[src/rtl/multicycle_control.sv]
// Multicycle Moore sequencer: fetch/decode/execute/memory/writeback over a shared req/ack memory port.
// Optional memory-wait watchdog enabled by defining MC_WATCHDOG_EN.
module multicycle_control #(
  parameter int RET_W       = 32,
  parameter int WDOG_CYCLES = 255
) (
  input  logic             clk,
  input  logic             reset,
  input  logic [31:0]      ins,
  input  logic             mem_ack,
  input  logic             cond_le,
  output logic             mem_req,
  output logic             mem_we,
  output logic             iord,
  output logic             irWrite,
  output logic             pcWrite,
  output logic [1:0]       pcSrc,
  output logic             regWriteEnable,
  output logic             regDst,
  output logic             memToReg,
  output logic             ALUSrc,
  output logic [4:0]       ALUControl,
  output logic             link,
  output logic             illegal,
  output logic [RET_W-1:0] retired,
  output logic [2:0]       state
);

  localparam logic [2:0] S_IDLE   = 3'd0;
  localparam logic [2:0] S_FETCH  = 3'd1;
  localparam logic [2:0] S_DECODE = 3'd2;
  localparam logic [2:0] S_EXEC   = 3'd3;
  localparam logic [2:0] S_MEM    = 3'd4;
  localparam logic [2:0] S_WB     = 3'd5;
  localparam logic [2:0] S_JUMP   = 3'd6;
  localparam logic [2:0] S_BRANCH = 3'd7;

  localparam logic [5:0] OP_AND  = 6'b100000;
  localparam logic [5:0] OP_LW   = 6'b100011;
  localparam logic [5:0] OP_SW   = 6'b101011;
  localparam logic [5:0] OP_JR   = 6'b001000;
  localparam logic [5:0] OP_JAL  = 6'b000011;
  localparam logic [5:0] OP_NOR  = 6'b100110;
  localparam logic [5:0] OP_NORI = 6'b001110;
  localparam logic [5:0] OP_NOT  = 6'b000100;
  localparam logic [5:0] OP_BLEU = 6'b010000;
  localparam logic [5:0] OP_ROLV = 6'b000000;
  localparam logic [5:0] OP_ROTV = 6'b000010;

  function automatic logic op_legal(input logic [5:0] op);
    case (op)
      OP_AND, OP_LW, OP_SW, OP_JR, OP_JAL, OP_NOR,
      OP_NORI, OP_NOT, OP_BLEU, OP_ROLV, OP_ROTV: op_legal = 1'b1;
      default:                                    op_legal = 1'b0;
    endcase
  endfunction

  logic [2:0]       state_r;
  logic [2:0]       next_state_s;
  logic [5:0]       op_r;
  logic [RET_W-1:0] retired_r;
  logic             retire_s;
  logic             timeout_s;
  logic             waiting_s;
  logic             ins_unused_s;

  assign ins_unused_s = ^ins[25:0];
  assign waiting_s    = (state_r == S_FETCH) || (state_r == S_MEM);

`ifdef MC_WATCHDOG_EN
  localparam int WD_W = $clog2(WDOG_CYCLES + 1) + 1;
  logic [WD_W-1:0] wdog_cnt_r;

  // Wait counter: cleared on every state change or timeout, counts cycles without ack.
  always_ff @(posedge clk or posedge reset) begin
    if (reset) begin
      wdog_cnt_r <= {WD_W{1'b0}};
    end else if ((state_r != next_state_s) || timeout_s) begin
      wdog_cnt_r <= {WD_W{1'b0}};
    end else if (waiting_s && !mem_ack) begin
      wdog_cnt_r <= wdog_cnt_r + {{(WD_W-1){1'b0}}, 1'b1};
    end else begin
      wdog_cnt_r <= wdog_cnt_r;
    end
  end

  // An ack in the timeout cycle takes priority.
  assign timeout_s = waiting_s && !mem_ack && (wdog_cnt_r == WD_W'(WDOG_CYCLES));
`else
  localparam int wdog_unused_p = WDOG_CYCLES;
  assign timeout_s = 1'b0;
`endif

  // State, latched opcode and retired counter registers.
  always_ff @(posedge clk or posedge reset) begin
    if (reset) begin
      state_r   <= S_IDLE;
      op_r      <= 6'd0;
      retired_r <= {RET_W{1'b0}};
    end else begin
      state_r <= next_state_s;
      if ((state_r == S_FETCH) && mem_ack) begin
        op_r <= ins[31:26];
      end else begin
        op_r <= op_r;
      end
      if (retire_s) begin
        retired_r <= retired_r + {{(RET_W-1){1'b0}}, 1'b1};
      end else begin
        retired_r <= retired_r;
      end
    end
  end

  // Next-state logic.
  always_comb begin
    next_state_s = S_IDLE;
    case (state_r)
      S_IDLE:   next_state_s = S_FETCH;
      S_FETCH:  next_state_s = mem_ack ? S_DECODE : S_FETCH;
      S_DECODE: begin
        if (!op_legal(op_r)) begin
          next_state_s = S_FETCH;
        end else if ((op_r == OP_JR) || (op_r == OP_JAL)) begin
          next_state_s = S_JUMP;
        end else if (op_r == OP_BLEU) begin
          next_state_s = S_BRANCH;
        end else begin
          next_state_s = S_EXEC;
        end
      end
      S_EXEC:   next_state_s = ((op_r == OP_LW) || (op_r == OP_SW)) ? S_MEM : S_WB;
      S_MEM: begin
        if (mem_ack) begin
          next_state_s = (op_r == OP_LW) ? S_WB : S_FETCH;
        end else if (timeout_s) begin
          next_state_s = S_FETCH;
        end else begin
          next_state_s = S_MEM;
        end
      end
      S_WB, S_JUMP, S_BRANCH: next_state_s = S_FETCH;
      default:  next_state_s = S_IDLE;
    endcase
  end

  // Moore output decode; FETCH load strobes are qualified by the ack.
  always_comb begin
    mem_req        = 1'b0;
    mem_we         = 1'b0;
    iord           = 1'b0;
    irWrite        = 1'b0;
    pcWrite        = 1'b0;
    pcSrc          = 2'd0;
    regWriteEnable = 1'b0;
    regDst         = 1'b0;
    memToReg       = 1'b0;
    ALUSrc         = 1'b0;
    ALUControl     = 5'd0;
    link           = 1'b0;
    illegal        = 1'b0;
    retire_s       = 1'b0;
    case (state_r)
      S_FETCH: begin
        mem_req = !timeout_s;
        illegal = timeout_s;
        irWrite = mem_ack;
        pcWrite = mem_ack;
      end
      S_DECODE: illegal = !op_legal(op_r);
      S_EXEC: begin
        ALUControl = op_r[5:1];
        ALUSrc     = (op_r == OP_LW) || (op_r == OP_SW) || (op_r == OP_NORI);
      end
      S_MEM: begin
        mem_req    = !timeout_s;
        illegal    = timeout_s;
        iord       = 1'b1;
        mem_we     = (op_r == OP_SW) && !timeout_s;
        ALUControl = op_r[5:1];
        retire_s   = mem_ack && (op_r == OP_SW);
      end
      S_WB: begin
        regWriteEnable = 1'b1;
        regDst         = (op_r != OP_LW) && (op_r != OP_NORI);
        memToReg       = (op_r == OP_LW);
        retire_s       = 1'b1;
      end
      S_JUMP: begin
        pcWrite        = 1'b1;
        pcSrc          = (op_r == OP_JAL) ? 2'd3 : 2'd2;
        regWriteEnable = (op_r == OP_JAL);
        link           = (op_r == OP_JAL);
        retire_s       = 1'b1;
      end
      S_BRANCH: begin
        pcWrite    = cond_le;
        pcSrc      = 2'd1;
        ALUControl = op_r[5:1];
        retire_s   = 1'b1;
      end
      default: begin
        mem_req  = 1'b0;
        retire_s = 1'b0;
      end
    endcase
  end

  assign retired = retired_r;
  assign state   = state_r;

endmodule
[config.mk]
export PLATFORM = sky130hd
export DESIGN_NAME = multicycle_control
export DESIGN_NICKNAME = d
export VERILOG_FILES = /design/src/rtl/multicycle_control.sv
export SDC_FILE = /design/constraint.sdc
export NUM_CORES = 1
export LEC_CHECK = 0
export ABC_CLOCK_PERIOD_IN_PS = 2500
export BUFFER_PORTS_ARGS = -buffer_cell sky130_fd_sc_hd__buf_2
export CAP_MARGIN = 40
export CELL_PAD_IN_SITES_DETAIL_PLACEMENT = 1
export CELL_PAD_IN_SITES_GLOBAL_PLACEMENT = 1
export CORE_MARGIN = 2
export CORE_UTILIZATION = 36
export DETAILED_ROUTE_END_ITERATION = 8
export PLACE_DENSITY_LB_ADDON = 0.1
export SYNTH_ARGS = -nofsm -noshare
export SYNTH_HDL_FRONTEND = slang
export SYNTH_SLANG_ARGS = --single-unit
[constraint.sdc]
create_clock -name clk -period 2.5 [get_ports clk]
set_clock_uncertainty 0.2 [all_clocks]
set_input_delay 0.25 -clock clk [delete_from_list [all_inputs] [get_ports clk]]
set_output_delay 0.25 -clock clk [all_outputs]
set_load 0.02 [all_outputs]
==> results of run 1 <==
[flip-flops by register name (all words and copies together) (netlist names)]
name and cells:
state 3, retired 32, op_r 6
[final timing paths]
check                             from           to  slack (ns)  cells past startpoint
min reg2reg                retired[31]  retired[31]        0.28                      1
max reg2reg                    op_r[2]  retired[28]        0.33                      7
min                            ins[28]      op_r[2]       0.002                      2
min in group asynchronous        reset      op_r[0]        0.43                      4
max                            op_r[3]      illegal        0.15                      6
max in group asynchronous        reset      op_r[5]        1.29                      4
[metal layers]
metal | GRT usage (%) | up-vias | routed length [um]
met4 | 3.58 | 0 | 49
met5 | 0 | - | 0
met1 | 22.5 | 930 | 2610
met3 | 3.68 | 5 | 261
li1 | - | 912 | -
met2 | 27.3 | 44 | 2700
[synth_stat cells (2+ instances only)]
cell,count
a21o_1,2
a21oi_1,5
and2_1,9
and3_1,2
and4_1,4
buf_2,5
clkbuf_1,6
dfrtp_1,41
inv_1,7
mux2_2,7
nand2_1,16
nand2b_1,5
nand3_1,12
nand4_1,9
nor2_1,11
nor2b_1,4
nor3_1,8
nor3b_1,2
nor4b_1,2
nor4bb_1,2
o21ai_0,3
or2_2,2
or3_1,2
xnor2_1,23
xor2_1,10
[stage by stage]
stage               setup slack, ns  util (%)
floorplan                     0.417         -
global placement              0.304      44.2
detailed placement            0.302      44.2
CTS                          0.0106      46.9
global route                 0.0107      47.8
finish                        0.148      47.8
[cell type report]
class | instances | area (um2) | area share, %
Timing Repair Buffer | 81 | 468 | 16.3
Multi-Input combinational cell | 160 | 1150 | 40.2
Clock buffer | 6 | 82.6 | 2.88
Sequential cell | 41 | 1030 | 36.0
Tap cell | 75 | 93.8 | 3.27
Clock inverter | 2 | 13.8 | 0.480
Inverter | 7 | 26.3 | 0.917
[cell families (layout without fill, tap and decap cells)]
family | Yosys count | in the layout
xor gates and xnor gates | 33 | 33
DFF | 41 | 41
and+or+nand+nor | 101 | 101
AOI/OAI and AO/OA | 17 | 17
buffers and inverters | 19 | 96
muxes | 8 | 8
adders and majority gates | 1 | 1
[what timing repair did]
item | CTS | global route
buffers inserted | 0 | 7
hold buffers | 6 | 0
resized for setup | 3 | 2
gates cloned | 0 | 0
endpoints found under the hold margin | 46 | 0
setup endpoints to repair | 1 | 1
[report_power, final]
part / internal, mW / switching (mW)
Clock: 0.224 / 0.239
Combinational: 0.468 / 0.542
Sequential: 0.772 / 0.233
Total: 1.46 / 1.01
[worst register-to-register path, delay by kind of cell (launching register included)]
kind | cells | cell delay [ns]
and+or+nand+nor | 3 | 0.62
DFF | 1 | 0.47
buffers and inverters | 2 | 0.39
AOI/OAI and AO/OA | 1 | 0.28
xor gates and xnor gates | 1 | 0.15
==> flow_metrics.py, run 1 <==
metrics = {
    "synthesis": {
        "synthMuxAreaShare_pct": 3.93,
        "syn-cell-area_um2": 2260,
        "netlist_top_cells_area": "dfrtp_1 45%, xnor2_1 8.9%, xor2_1 3.9%",
        "synthXorXnorAreaFrac_pct": 12.8,
        "ys_ff_latch": 41,
        "seq_area_frac_synth_pct": 45.4,
        "yosys_warnings": 0,
        "synth-simple-area-share_pct": 28.1,
        "yosys.area.top_type_share_pct": 45.4,
        "yosysTopAreaCell": "dfrtp_1",
        "synth-main-ff-cell": "dfrtp_1",
        "synth.avg_cell_area_um2": 10.3,
        "synth_top_family_by_area": "simple AND/OR/NAND/NOR gates",
        "async_flop_share_pct": 100,
        "synth_cell_type_count": 46,
        "postSynthCellCount": 220,
        "synth_fa_ha_area_share_pct": 0.554,
        "syn_nets": 257,
        "synth_edf_count": 0,
        "synth-compound-area-share_pct": 5.48,
    },
    "finish": {
        "fin_area_um2": 2870,
        "drive_above_1_share_pct": 36.0,
        "diodes": 0,
        "n_fill_cell": 720,
        "layout.cells.non_filler": 372,
        "syn2layout_area_growth_pct": 26.9,
        "layout_common_cells": "62 x buf_2, 37 x dfrtp_1, 23 x xnor2_1",
        "final_common_cell": "buf_2",
        "final_net_count": 333,
    },
    "setup_path": {
        "end_kind": "output port",
        "worst-path-buf-inv": 1,
        "cpMaxStageDelayCell": "dfrtp_2",
        "cp_max_fo": 11,
        "worstPathCellList": "xor2_1, nand2_1, a2111oi_0, or3_1, nor2b_1, buf_2",
        "arrival_ns": 1.90,
        "crit_family": "simple AND/OR/NAND/NOR gates",
        "max_stage_delay_ns": 0.49,
        "start_kind": "flop",
        "setup.worst_path.class": "flop to output port",
        "cp_data_required_time_ns": 2.05,
    },
    "route": {
        "via_count": 1891,
        "drcViolationCount": 0,
        "wl_per_cell_um": 15.1,
        "drt_iter0_drc": 55,
        "viasPerCell": 5.08,
        "routed_wl_um": 5620,
        "first_pass_iters": 4,
        "postRouteAntennaNets": 0,
    },
    "pwr": {
        "power_per_cell_area_nw_per_um2": 865,
        "leakage_nw": 1.43,
        "ir_worst_vdd_uv": 418,
        "totalPowerFinal_mw": 2.48,
    },
    "cts": {
        "clock_latency_ns": 0.29,
        "cts_buffers": 5,
        "htree_levels": 2,
        "path_clk_slew_ns": 0.08,
        "tritoncts": "yes",
        "cts_root_buf": "clkbuf_8",
        "cts.sinks": 41,
        "cts_max_path_buffers": 2,
    },
    "die": {
        "num_rows": 28,
        "die_x_um": 83.2,
        "core-area_um2": 5990,
        "start_util_pct": 37.7,
        "io_pins": 89,
        "dieArea_um2": 6930,
        "die_h_um": 83.2,
    },
    "timing": {
        "finalCriticalPeriod_ns": 2.35,
        "post-route-period-util_pct": 94.1,
        "fin_setup_tns_ns": 0,
        "hold_violations": 0,
        "worstMarginPinSlew_ns": 0.543,
        "final-setup-viol-count": 0,
        "rsz0062_at_grt": "false",
        "drv_slew": 0,
        "max_freq_mhz": 425,
        "maxSlewHeadroom_pct": 63.8,
        "whs_ns": 0.00219,
    },
    "grt": {
        "grt_start_max_net_pins": 42,
        "first_global_vias": 1927,
        "grt_usage_pct": 16.6,
        "grt_pass1_wl_um": 9580,
        "antenna_found_initial": 0,
        "grt.overflow.total": 0,
    },
    "placed_design": {
        "placedInstanceArea_um2": 2650,
        "hpwl_um": 3900,
        "dp.cells": 351,
        "port_buffers": 62,
        "gp_congestion": 0.715,
    },
    "hold_path": {
        "hold_class": "primary input to flop",
    },
    "job": {
        "drv_cap": 0,
    },
    "outcome": {
        "status": "finished clean",
    },
}
(Power assumes the default switching activity.)
==> inputs of run 2 (changes only) <==
--- a/config.mk
+++ b/config.mk
@@ -6,7 +6,7 @@
 export NUM_CORES = 1
 export LEC_CHECK = 0
 export ABC_CLOCK_PERIOD_IN_PS = 2500
-export BUFFER_PORTS_ARGS = -buffer_cell sky130_fd_sc_hd__buf_2
+export BUFFER_PORTS_ARGS = -buffer_cell sky130_fd_sc_hd__buf_4
 export CAP_MARGIN = 40
 export CELL_PAD_IN_SITES_DETAIL_PLACEMENT = 1
 export CELL_PAD_IN_SITES_GLOBAL_PLACEMENT = 1
==> run 2 against run 1 <==
Against the previous run:
- via count decreased by 1.7%
- count of clock-buffer cells in the layout up 1
- first-iteration DRC count shrank 35%
- critical endpoint unchanged
- maximum frequency is 2.6% lower
- global-route usage rose by 0.58 points
- largest power group is now sequential cells
- cell count down 1.1%
- worst setup slack worse by 0.063 ns
- power rose by 4.3%
- sequential power about the same
- die area is the same
- worst hold slack better by 0.0054 ns
- non-clock buffer count shrank 4
==> flow_metrics.py, run 2 (synthesis results as in run 1) <==
metrics = {
    "die": {
        "num_rows": 28,
        "core-area_um2": 5990,
        "die_x_um": 83.2,
        "die_h_um": 83.2,
        "io_pins": 89,
        "dieArea_um2": 6930,
        "start_util_pct": 37.7,
    },
    "cts": {
        "cts.sinks": 41,
        "tritoncts": "yes",
        "cts_buffers": 5,
        "clock_latency_ns": 0.29,
        "cts_max_path_buffers": 2,
        "htree_levels": 2,
        "path_clk_slew_ns": 0.07,
        "cts_root_buf": "clkbuf_8",
    },
    "timing": {
        "finalCriticalPeriod_ns": 2.41,
        "hold_violations": 0,
        "max_freq_mhz": 414,
        "whs_ns": 0.00759,
        "worstMarginPinSlew_ns": 0.526,
        "post-route-period-util_pct": 96.6,
        "drv_slew": 0,
        "final-setup-viol-count": 0,
        "fin_setup_tns_ns": 0,
        "maxSlewHeadroom_pct": 65.0,
    },
    "route": {
        "first_pass_iters": 4,
        "routed_wl_um": 5690,
        "via_count": 1858,
        "wl_per_cell_um": 15.5,
        "drt_iter0_drc": 36,
        "viasPerCell": 5.05,
        "postRouteAntennaNets": 0,
        "drcViolationCount": 0,
    },
    "grt": {
        "grt_usage_pct": 17.2,
        "grt_start_max_net_pins": 42,
        "grt_pass1_wl_um": 9960,
        "first_global_vias": 1978,
        "antenna_found_initial": 0,
        "grt.overflow.total": 0,
    },
    "finish": {
        "diodes": 0,
        "drive_above_1_share_pct": 34.5,
        "final_common_cell": "buf_4",
        "largest_reg_flops": 32,
        "final_net_count": 329,
        "layout_common_cells": "71 x buf_4, 38 x dfrtp_1, 23 x xnor2_1",
        "syn2layout_area_growth_pct": 33.2,
        "fin_area_um2": 3010,
    },
    "pwr": {
        "leakage_nw": 1.43,
        "ir_worst_vdd_uv": 467,
        "totalPowerFinal_mw": 2.58,
        "power_per_cell_area_nw_per_um2": 858,
    },
    "placed_design": {
        "hpwl_um": 3980,
        "gp_congestion": 0.715,
        "port_buffers": 62,
        "placedInstanceArea_um2": 2800,
    },
    "setup_path": {
        "worstPathCellList": "buf_4, xor2_1, nand2_1, a2111oi_0, or3_1, nor2b_1, buf_4",
        "crit-reg2reg-launch": "op_r[1]",
        "reg2reg_depth": 6,
        "max_stage_delay_ns": 0.47,
        "start_kind": "flop",
        "end_kind": "output port",
        "rrSetupSlack_ns": 0.37,
        "cp_max_fo": 8,
        "crit_top_cell": "buf_4",
        "cpMaxStageDelayCell": "dfrtp_2",
        "timing.rr.end": "retired[28]",
        "setup.worst_path.class": "flop to output port",
        "cp_data_required_time_ns": 2.05,
        "arrival_ns": 1.96,
    },
    "hold_path": {
        "min_delay_worst_endpoint": "op_r[1]",
        "hp-start": "ins[27]",
        "hold_depth": 2,
        "hold_class": "primary input to flop",
    },
    "outcome": {
        "status": "finished clean",
    },
    "job": {
        "drv_cap": 0,
    },
}
## run 2: worst max path at each step
stage / start / depth (start not counted) / end / slack, ns
6_report: op_r[5] / 7 / illegal / 0.09
5_1_grt: op_r[2] / 6 / illegal / -0.05
4_1_cts: op_r[2] / 6 / illegal / 0.008
3_5_place_dp: op_r[5] / 6 / illegal / 0.29
3_3_place_gp: op_r[5] / 6 / illegal / 0.32
2_1_floorplan: state[1] / 4 / op_r[0] / 0.42
## run 2: timing repair
item                                    in CTS  in global routing
endpoints found under the setup margin       1                  1
setup buffers                                0                  4
gates resized for setup                      1                  3
hold buffers                                 6                  0
hold endpoints to repair                    46                  0
## run 2: worst max-delay path, delay by kind of cell, from the launching register on
kind	cells	cell delay (ns)
compound gates	1	0.08
flops	1	0.47
xor+xnor	1	0.13
buf+inv	2	0.33
simple gates	3	0.67
## run 2: area by class of cell
class | count | area, um2
fill | 697 | 2980
multi-input combinational | 160 | 1150
sequential | 41 | 1030
timing repair buffer | 77 | 593
tap | 75 | 93.8
clock buffer | 7 | 86.3
clock inverter | 1 | 30.0
inverter | 7 | 26.3
## run 2: per-layer routing
metal | part of all wire, % | track usage [%]
met1 | 47 | 23.4
met2 | 48 | 28.5
met3 | 4.1 | 3.58
met4 | 0.39 | 3.13
met5 | 0 | 0
## run 2: power breakdown
group / switching, mW / internal, mW
logic: 0.501 / 0.495
registers: 0.261 / 0.770
clock network: 0.230 / 0.326
total: 0.993 / 1.59
## run 2: per-stage QoR
stage | utilization (%) | setup slack [ns] | cells
after floorplan | - | 0.417 | 220
after global placement | 46.7 | 0.319 | 350
after detailed placement | 46.7 | 0.292 | 350
after CTS | 49.7 | 0.00801 | 364
after global routing | 50.3 | -0.0523 | 368
final | 50.3 | 0.0851 | 368
==> inputs of run 3 (changes only) <==
--- a/config.mk
+++ b/config.mk
@@ -5,7 +5,7 @@
 export SDC_FILE = /design/constraint.sdc
 export NUM_CORES = 1
 export LEC_CHECK = 0
-export ABC_CLOCK_PERIOD_IN_PS = 2500
+export ABC_CLOCK_PERIOD_IN_PS = 2490
 export BUFFER_PORTS_ARGS = -buffer_cell sky130_fd_sc_hd__buf_4
 export CAP_MARGIN = 40
 export CELL_PAD_IN_SITES_DETAIL_PLACEMENT = 1
==> constraint.sdc (replaced) <==
create_clock -name clk -period 2.49 [get_ports clk]
set_clock_uncertainty 0.2 [all_clocks]
set_input_delay 0.249 -clock clk [delete_from_list [all_inputs] [get_ports clk]]
set_output_delay 0.249 -clock clk [all_outputs]
set_load 0.02 [all_outputs]
==> run 3 against run 2 <==
Against the previous run:
- clock power shrank 16%
- largest cell class unchanged
- wire length shrank 1.6%
- register-to-register slack lost 0.06 ns
- critical path type unchanged
- worst setup slack gained 0.029 ns
- non-clock buffer count grew 3
- critical endpoint unchanged
- die area is the same
==> flow_metrics.py, run 3 (synthesis results as in run 1) <==
metrics = {
    "pwr": {
        "leakage_nw": 1.44,
        "switching_share_pct": 40.0,
        "clockPowerShare_pct": 18.6,
        "totalPowerFinal_mw": 2.53,
        "pwr-share-seq_pct": 40.6,
        "intPower_mw": 1.51,
        "comb_power_share_pct": 40.8,
        "p_sw_mw": 1.01,
        "ir_worst_vdd_uv": 490,
        "power_per_cell_area_nw_per_um2": 839,
    },
    "setup_path": {
        "crit-reg2reg-launch": "op_r[2]",
        "start_kind": "flop",
        "cp_max_fo": 8,
        "worstPathCellList": "buf_4, xor2_1, nand2_1, a2111oi_0, or3_1, nor2b_1, buf_4",
        "max_stage_delay_ns": 0.47,
        "reg2reg_depth": 7,
        "end_kind": "output port",
        "setup.worst_path.class": "flop to output port",
        "cp_data_required_time_ns": 2.04,
        "timing.rr.end": "retired[28]",
        "rrSetupSlack_ns": 0.31,
        "crit_top_cell": "buf_4",
        "arrival_ns": 1.93,
        "cpMaxStageDelayCell": "dfrtp_2",
    },
    "finish": {
        "syn2layout_area_growth_pct": 33.3,
        "final_common_cell": "buf_4",
        "drive_above_1_share_pct": 34.8,
        "largest_reg_flops": 32,
        "layout_common_cells": "73 x buf_4, 38 x dfrtp_1, 23 x xnor2_1",
        "layout.cells.non_filler": 371,
        "final_net_count": 332,
        "diodes": 0,
    },
    "route": {
        "wl_per_cell_um": 15.1,
        "first_pass_iters": 4,
        "via_count": 1855,
        "postRouteAntennaNets": 0,
        "drcViolationCount": 0,
        "routed_wl_um": 5600,
        "viasPerCell": 5.00,
        "drt_iter0_drc": 24,
    },
    "hold_path": {
        "min_delay_worst_endpoint": "state[2]",
        "hp-start": "mem_ack",
        "hold_class": "primary input to flop",
        "hold_depth": 3,
    },
    "cts": {
        "tritoncts": "yes",
        "cts_root_buf": "clkbuf_8",
        "cts_buffers": 5,
        "cts.sinks": 41,
        "clock_latency_ns": 0.29,
        "cts_max_path_buffers": 2,
        "path_clk_slew_ns": 0.08,
        "htree_levels": 2,
    },
    "grt": {
        "grt.overflow.total": 0,
        "grt_usage_pct": 16.8,
        "first_global_vias": 1881,
        "antenna_found_initial": 0,
        "grt_start_max_net_pins": 42,
        "grt_pass1_wl_um": 9570,
    },
    "die": {
        "dieArea_um2": 6930,
        "start_util_pct": 37.7,
        "io_pins": 89,
        "core-area_um2": 5990,
        "num_rows": 28,
        "die_h_um": 83.2,
        "die_x_um": 83.2,
    },
    "timing": {
        "maxSlewHeadroom_pct": 64.3,
        "finalCriticalPeriod_ns": 2.38,
        "final-setup-viol-count": 0,
        "drv_slew": 0,
        "whs_ns": 0.113,
        "hold_violations": 0,
        "post-route-period-util_pct": 95.4,
        "max_freq_mhz": 421,
        "worstMarginPinSlew_ns": 0.536,
    },
    "job": {
        "drv_cap": 0,
    },
    "placed_design": {
        "gp_congestion": 0.713,
        "port_buffers": 62,
        "dp.cells": 350,
        "hpwl_um": 3780,
    },
    "outcome": {
        "status": "finished clean",
    },
}
## run 3: cell count changes in the layout (fill, tap and decap cells not counted)
| cell | previous run | this run |
|---|---|---|
| dlygate4sd3_1 | 6 | 7 |
| clkinv_4 | 0 | 1 |
| buf_4 | 71 | 73 |
| nor2_1 | 10 | 11 |
| clkbuf_1 | 1 | 0 |
| nor2_2 | 1 | 0 |
| clkinv_2 | 0 | 1 |
| bufinv_16 | 1 | 0 |
## run 3: how the worst max path moves through the flow
stage	cells past startpoint	slack, ns	endpoint	startpoint
floorplan	4	0.41	op_r[0]	state[1]
global placement	6	0.31	illegal	op_r[5]
detailed placement	6	0.28	illegal	op_r[5]
CTS	6	0.05	illegal	op_r[2]
global route	7	-0.006	illegal	op_r[5]
finish	7	0.11	illegal	op_r[5]
## run 3: critical path, delay by kind of cell (launching register included)
kind / cells / cell delay (ns)
AOI/OAI and AO/OA: 1 / 0.08
xor gates and xnor gates: 1 / 0.13
buffers and inverters: 2 / 0.33
DFF: 1 / 0.47
and+or+nand+nor: 3 / 0.63
## run 3: repair_timing
item	4_1_cts	5_1_grt
resized for setup	1	2
hold buffers	7	0
hold endpoints to repair	47	0
setup buffers	0	6
endpoints found under the setup margin	1	1
## run 3: cell type report
cell class / instances / area, um2
repair buffers: 80 / 618
multi-input cells: 160 / 1150
inverters: 7 / 26.3
clock buffers: 6 / 82.6
flip-flops and latches: 41 / 1030
fillers: 678 / 2980
well taps: 75 / 93.8
clock inverters: 2 / 13.8
## run 3: layer usage
metal	vias up	share of wire (%)	wire length, um	global-route usage (%)
li1	906	-	-	-
met1	900	47	2640	22.4
met2	43	47	2650	26.5
met3	6	4.7	261	4.77
met4	0	0.89	50	4.92
met5	-	0	0	0
## run 3: through the flow
stage | setup WS (ns) | area, um2 | utilization, % | setup TNS (ns)
2_1_floorplan | 0.407 | 2260 | - | 0
3_3_place_gp | 0.306 | 2800 | 46.7 | 0
3_5_place_dp | 0.285 | 2800 | 46.7 | 0
4_1_cts | 0.0457 | 2970 | 49.5 | 0
5_1_grt | -0.00564 | 3010 | 50.3 | -0.00564
6_report | 0.114 | 3010 | 50.3 | 0
## run 3: power groups by stage
stage	clock, mW	sequential, mW	combinational, mW
after floorplan	0	0.941	0.710
after global placement	0	1.04	0.918
after detailed placement	0	1.04	0.931
after CTS	0.487	1.03	0.944
after global routing	0.515	1.06	1.12
final	0.469	1.03	1.03
